$ cat config.mk
export PLATFORM = sky130hd
export DESIGN_NAME = fma16_issue_arb
export DESIGN_NICKNAME = d
export VERILOG_FILES = /design/src/rtl/fma16_issue_arb.sv
export SDC_FILE = /design/constraint.sdc
export NUM_CORES = 1
export LEC_CHECK = 0
export CAP_MARGIN = 20
export CORE_UTILIZATION = 40
export CTS_BUF_LIST = sky130_fd_sc_hd__clkbuf_4
export DETAILED_ROUTE_END_ITERATION = 7
export PLACE_DENSITY = 0.88
export SLEW_MARGIN = 20
export SYNTH_ARGS = -nofsm -noshare
export SYNTH_HDL_FRONTEND = slang
export SYNTH_SLANG_ARGS = --single-unit
$ cat constraint.sdc
create_clock -name clk -period 4.45 [get_ports clk]
set_input_delay 0.6675 -clock clk [delete_from_list [all_inputs] [get_ports clk]]
set_output_delay 0.6675 -clock clk [all_outputs]
set_load 0.02 [all_outputs]
$ cat src/rtl/fma16_issue_arb.sv
// fma16_issue_arb: round-robin issue arbiter sharing one fma16 core, with tag pipe, response FIFO and sticky flags.
// Latency: handshake in cycle T -> fma_valid in T+1 -> rsp_valid in T+1+LATENCY (empty FIFO); one issue per cycle.
// Backpressure: no grant unless buffered + in-flight ops (net of this cycle's pop) leave a FIFO slot; results never drop.
// Option: define FMA16_ARB_PRIO_EN to give requester 0 strict priority (others stay round-robin).
module fma16_issue_arb #(
   parameter int NREQ    = 4,
   parameter int LATENCY = 2,
   parameter int IDW     = $clog2(NREQ)
) (
   input  logic                clk,
   input  logic                reset_n,
   input  logic [NREQ-1:0]     req_valid,
   output logic [NREQ-1:0]     req_ready,
   input  logic [16*NREQ-1:0]  req_x,
   input  logic [16*NREQ-1:0]  req_y,
   input  logic [16*NREQ-1:0]  req_z,
   input  logic [4*NREQ-1:0]   req_ctrl,
   input  logic [2*NREQ-1:0]   req_roundmode,
   output logic                fma_valid,
   output logic [15:0]         fma_x,
   output logic [15:0]         fma_y,
   output logic [15:0]         fma_z,
   output logic [3:0]          fma_ctrl,
   output logic [1:0]          fma_roundmode,
   input  logic [15:0]         fma_result,
   input  logic [3:0]          fma_flags,
   output logic                rsp_valid,
   input  logic                rsp_ready,
   output logic [IDW-1:0]      rsp_id,
   output logic [15:0]         rsp_result,
   output logic [3:0]          rsp_flags,
   input  logic                flags_clr,
   output logic [3:0]          sticky_flags
);

   // FIFO depth covers every op that can be in the core plus one being drained
   localparam int D  = LATENCY + 1;
   localparam int PW = $clog2(D);
   localparam int OW = $clog2(D + 1);
   localparam int CW = $clog2(D + LATENCY + 1);
   localparam logic [IDW:0] NREQ_W = (IDW+1)'(NREQ);

   logic [IDW-1:0]     ptr;
   logic [IDW-1:0]     ptr_nxt;
   logic               sel_found;
   logic [IDW-1:0]     sel_id;
   logic [IDW:0]       cand;
   logic [IDW:0]       nxt_w;
   logic               issue_ok;
   logic               grant;
   logic [CW-1:0]      inflight;
   logic [CW-1:0]      credit_used;

   logic [LATENCY-1:0] tag_vld;
   logic [IDW-1:0]     tag_id [LATENCY];
   logic               push;
   logic               pop;

   logic [IDW-1:0]     q_id  [D];
   logic [15:0]        q_res [D];
   logic [3:0]         q_flg [D];
   logic [PW-1:0]      wr_ptr;
   logic [PW-1:0]      rd_ptr;
   logic [OW-1:0]      occ;

   function automatic logic [PW-1:0] wrap_inc(input logic [PW-1:0] p);
      return (p == PW'(D - 1)) ? '0 : p + 1'b1;
   endfunction

   // Pick the first valid requester at or after ptr (requester 0 first when priority is enabled)
   always_comb begin
      sel_found = 1'b0;
      sel_id    = '0;
      cand      = '0;
      for (int k = 0; k < NREQ; k++) begin
         cand = {1'b0, ptr} + (IDW+1)'(k);
         if (cand >= NREQ_W) cand = cand - NREQ_W;
         if (!sel_found && req_valid[cand[IDW-1:0]]) begin
            sel_found = 1'b1;
            sel_id    = cand[IDW-1:0];
         end
      end
`ifdef FMA16_ARB_PRIO_EN
      if (req_valid[0]) begin
         sel_found = 1'b1;
         sel_id    = '0;
      end
`endif
   end

   // Next pointer is one past the granted requester, wrapping at NREQ
   always_comb begin
      nxt_w = {1'b0, sel_id} + 1'b1;
      if (nxt_w >= NREQ_W) nxt_w = '0;
      ptr_nxt = nxt_w[IDW-1:0];
   end

   // Buffered plus in-flight ops, net of this cycle's pop, must leave a slot for the new op
   always_comb begin
      inflight = '0;
      for (int k = 0; k < LATENCY; k++) inflight = inflight + CW'(tag_vld[k]);
      credit_used = CW'(occ) + inflight - CW'(pop);
      issue_ok    = reset_n && (credit_used < CW'(D));
   end

   assign grant = issue_ok & sel_found;

   // One-hot grant to the selected requester when credits allow
   always_comb begin
      req_ready = '0;
      if (grant) req_ready[sel_id] = 1'b1;
   end

   // Round-robin pointer advances past each grant (requester-0 priority grants leave it alone)
   always_ff @(posedge clk or negedge reset_n) begin
      if (!reset_n) begin
         ptr <= '0;
`ifdef FMA16_ARB_PRIO_EN
      end else if (grant && (sel_id != '0)) begin
`else
      end else if (grant) begin
`endif
         ptr <= ptr_nxt;
      end
   end

   // Registered core issue; operands hold when nothing is granted
   always_ff @(posedge clk or negedge reset_n) begin
      if (!reset_n) begin
         fma_valid     <= 1'b0;
         fma_x         <= '0;
         fma_y         <= '0;
         fma_z         <= '0;
         fma_ctrl      <= '0;
         fma_roundmode <= '0;
      end else begin
         fma_valid <= grant;
         for (int k = 0; k < NREQ; k++) begin
            if (req_ready[k]) begin
               fma_x         <= req_x[16*k +: 16];
               fma_y         <= req_y[16*k +: 16];
               fma_z         <= req_z[16*k +: 16];
               fma_ctrl      <= req_ctrl[4*k +: 4];
               fma_roundmode <= req_roundmode[2*k +: 2];
            end
         end
      end
   end

   // Tag pipe launched with fma_valid; its last stage lines up with the core result
   always_ff @(posedge clk or negedge reset_n) begin
      if (!reset_n) begin
         tag_vld <= '0;
         for (int k = 0; k < LATENCY; k++) tag_id[k] <= '0;
      end else begin
         tag_vld[0] <= grant;
         tag_id[0]  <= sel_id;
         for (int k = 1; k < LATENCY; k++) begin
            tag_vld[k] <= tag_vld[k-1];
            tag_id[k]  <= tag_id[k-1];
         end
      end
   end

   assign push       = tag_vld[LATENCY-1];
   assign rsp_valid  = (occ != '0);
   assign pop        = rsp_valid & rsp_ready;
   assign rsp_id     = q_id[rd_ptr];
   assign rsp_result = q_res[rd_ptr];
   assign rsp_flags  = q_flg[rd_ptr];

   // Circular response FIFO; storage is cleared so an empty head reads as zero after reset
   always_ff @(posedge clk or negedge reset_n) begin
      if (!reset_n) begin
         wr_ptr <= '0;
         rd_ptr <= '0;
         occ    <= '0;
         for (int k = 0; k < D; k++) begin
            q_id[k]  <= '0;
            q_res[k] <= '0;
            q_flg[k] <= '0;
         end
      end else begin
         if (push) begin
            q_id[wr_ptr]  <= tag_id[LATENCY-1];
            q_res[wr_ptr] <= fma_result;
            q_flg[wr_ptr] <= fma_flags;
            wr_ptr        <= wrap_inc(wr_ptr);
         end
         if (pop) rd_ptr <= wrap_inc(rd_ptr);
         occ <= occ + OW'(push) - OW'(pop);
      end
   end

   // Sticky exception flags; a push in the clear cycle survives the clear
   always_ff @(posedge clk or negedge reset_n) begin
      if (!reset_n) sticky_flags <= '0;
      else          sticky_flags <= (flags_clr ? 4'b0000 : sticky_flags) | (push ? fma_flags : 4'b0000);
   end

   // Credit accounting must make a push into a full FIFO impossible
   a_no_overflow: assert property (@(posedge clk) disable iff (!reset_n)
                                   !(push && (occ == OW'(D)) && !pop));

endmodule

==> results.txt <==
total CTS buffers = 17
worst hold path class = input pin to asynchronous set/reset pin
number of synthesized flops with an enable pin = 0
Avg Inst Size Synth = 10.8 um^2
Synth Area in Simple Gates = 0.113
initial antenna violation count = 5
Post-Synth Adder-Cell Area = 0.0170
logic gate share of total power = 0.615
Vias/cell = 5.71
Worst Setup Path Type = flop to output port
H-Tree Level Count = 4
largest net degree at the start of global routing = 87
Synth Flop Type = dfrtp_1
Final Cycle Share = 0.949
CP max FO = 5
Chip Height = 139 um
peak supply drop = 0.460 mV
multiplexer share of the synthesized area = 0.129
syn nets = 951
crit path DAT = 3.55 ns
slowest CP cell = dfrtp_1
most common cell after layout, fill and taps aside = clkdlybuf4s50_1
CTS Buffer Depth = 2
switching pwr = 3.60 mW
post-synthesis register bit count = 138
global-route wire length before repair = 39.4 mm
# DRC = 13
DIE WIDTH = 139 um
grt ovf = 0
kind of end point of the critical path = output port
# setup viols final = 0
Worst Path Required = 3.78 ns
Slew @ Worst Pin = 1.09 ns
Post-Syn Area = 0.00752 mm^2
Synth warnings = 0
Clock Power Share = 0.097
Power Density = 710 mW/mm^2
Final min period = 4.22 ns
LEAKAGE = 4.28 nW
Clock Latency Late Sink = 0.54 ns
CP peak stage delay = 0.45 ns
count of final hold-check violations = 0
Finished Cell Area = 0.0112 mm^2
Syn Inst Count = 698
failing checks = DRC
register area share after synthesis = 0.459
NumNets Final = 1251
Post-DRT Antenna Nets = 0
Hold-fix buffers, CTS = 0
routed length per instance = 19.9 um
main combinational cell family by area after synthesis = compound AO/OA/AOI/OAI gates
Compound-Gate Fraction of Synth Area = 0.226
CTS tree = done
CTS sink cnt = 138
Initial Util = 0.413
max_cap viols = 0
GRT Total Usage = 0.262
Internal = 4.37 mW
status = finished, violations left
Detailed Routing Iterations Pass 1 = 8
Net Sw Frac = 0.452
vias in the first global route = 7453
asr flop ratio synth = 1.00
Core Region = 0.0182 mm^2
CTS root buf = clkbuf_4
Setup crit start kind = flop
XOR/XNOR Fraction of Synth Area = 0.00349
worst-path cell chain = or2_2 -> nand2_1 -> inv_1 -> ha_1 -> fa_1 -> inv_1 -> fa_1 -> nand2b_1 -> nand4_4 -> clkinv_2 -> and2_1 -> dlygate4sd2_1
io pins = 330
clock slew at reported path FFs = 0.13 ns
row cnt = 49
clock skew = 0.0157 ns
f_max = 237 MHz
Routed WL = 24.8 mm
Seq pwr share = 0.288
reg2reg path depth = 14
relative slew slack = 0.273
Total Die Area = 0.0194 mm^2
pins over their slew limit = 0
placed cell area = 0.0110 mm^2
via count = 7106
Yosys cell types = 44
Area Growth Syn to Fin = 49.2%
DP HPWL = 17.8 mm
RSZ-0062 raised after global routing = no
DR iter-0 viols = 336
Power, Total = 7.97 mW
most frequent cells in the layout = 324 x clkdlybuf4s50_1, 138 x dfrtp_1, 57 x a21oi_1, 57 x nor3_1, 55 x nand3_1
GP Congestion = 0.845
layout cells sized above 1 = 0.141
# port buffers = 329
routing by layer:
layer	GRT usage	vias to the layer above	wire (um)
li1	-	3242	-
met1	0.295	3473	9180
met2	0.451	322	12700
met3	0.0760	69	1840
met4	0.139	0	1020
met5	0	-	0
metrics by stage:
stage	hold WS [ns]	std cells	worst slack [ns]	util	setup TNS, ns
2_1_floorplan	0.331	698	0.820	-	0
3_3_place_gp	0.336	1208	0.0941	0.602	0
3_5_place_dp	0.347	1208	-0.0571	0.602	-0.812
4_1_cts	0.377	1240	0.0907	0.616	0
5_1_grt	0.272	1245	0.000326	0.616	0
6_report	0.275	1245	0.229	0.616	0
path summary, 6_finish.rpt:
path,from,to,slack [ns]
min,reset_n,q_id[3],0.27
max in group asynchronous,reset_n,wr_ptr[0],2.93
min reg2reg,tag_id[3],tag_id[1],0.38
max,occ[1],req_ready[0],0.23
min in group clk,tag_id[3],tag_id[1],0.38
max reg2reg,occ[1],fma_x[5],0.35
power by group through the flow:
stage | logic [mW] | clock network, mW | registers [mW]
after global routing | 5.26 | 0.856 | 2.37
after global placement | 4.80 | 0 | 2.27
final | 4.90 | 0.776 | 2.29
after CTS | 4.93 | 0.803 | 2.29
after detailed placement | 4.93 | 0 | 2.31
after floorplan | 2.87 | 0 | 2.51
synth_stat cells (2+ instances only):
library cell / instances / share of area
a21o_1: 3 / 0.0030
a21oi_1: 57 / 0.038
a22oi_1: 54 / 0.054
a311oi_1: 4 / 0.0047
a311oi_2: 50 / 0.10
and2_1: 3 / 0.0025
buf_1: 5 / 0.0025
buf_2: 11 / 0.0073
buf_6: 7 / 0.010
clkbuf_1: 45 / 0.022
dfrtp_1: 138 / 0.46
fa_1: 2 / 0.0053
ha_1: 7 / 0.012
inv_1: 16 / 0.0080
inv_2: 2 / 0.0010
mux2_1: 38 / 0.057
mux2_2: 28 / 0.042
mux2i_1: 23 / 0.031
nand2_1: 32 / 0.016
nand3_1: 55 / 0.037
nor2_1: 5 / 0.0025
nor2b_1: 2 / 0.0017
nor3_1: 58 / 0.039
nor4b_1: 2 / 0.0023
o21ai_0: 29 / 0.019
or3_1: 2 / 0.0017
or4_1: 2 / 0.0020
xnor2_1: 2 / 0.0023
flip-flops by register name (all words and copies together), names as in the netlist, named ones only:
signal         cells
fma_ctrl           4
fma_roundmode      2
fma_x             16
fma_y             16
fma_z             16
occ                2
ptr                1
q_flg             12
q_id               6
q_res             48
rd_ptr             2
sticky_flags       4
tag_id             4
tag_vld            2
wr_ptr             2
cell type report:
cell class	instances	area (um^2)
fillers	1500	6980
flip-flops and latches	138	3450
clock buffers	18	135
diodes	5	12.5
inverters	18	68.8
well taps	229	287
clock inverters	14	120
multi-input cells	473	3700
repair buffers	350	3450
timing repair:
action,CTS,global route
resized for setup,4,3
buffers inserted,0,0
endpoints found under the setup margin,4,2
hold endpoints to repair,0,0
pin swaps,0,0
critical path: cells and delay by family (launching register included):
kind | cells | cell delay, ns
buffers and inverters | 4 | 0.62
and+or+nand+nor | 5 | 0.87
adders and majority gates | 3 | 1.08
DFF | 1 | 0.45
cell families after synthesis:
group | count (synthesis)
AOI/OAI and AO/OA | 204
xor gates and xnor gates | 3
adders and majority gates | 9
buffers and inverters | 87
DFF | 138
muxes | 89
and+or+nand+nor | 168
(Power assumes the default switching activity.)
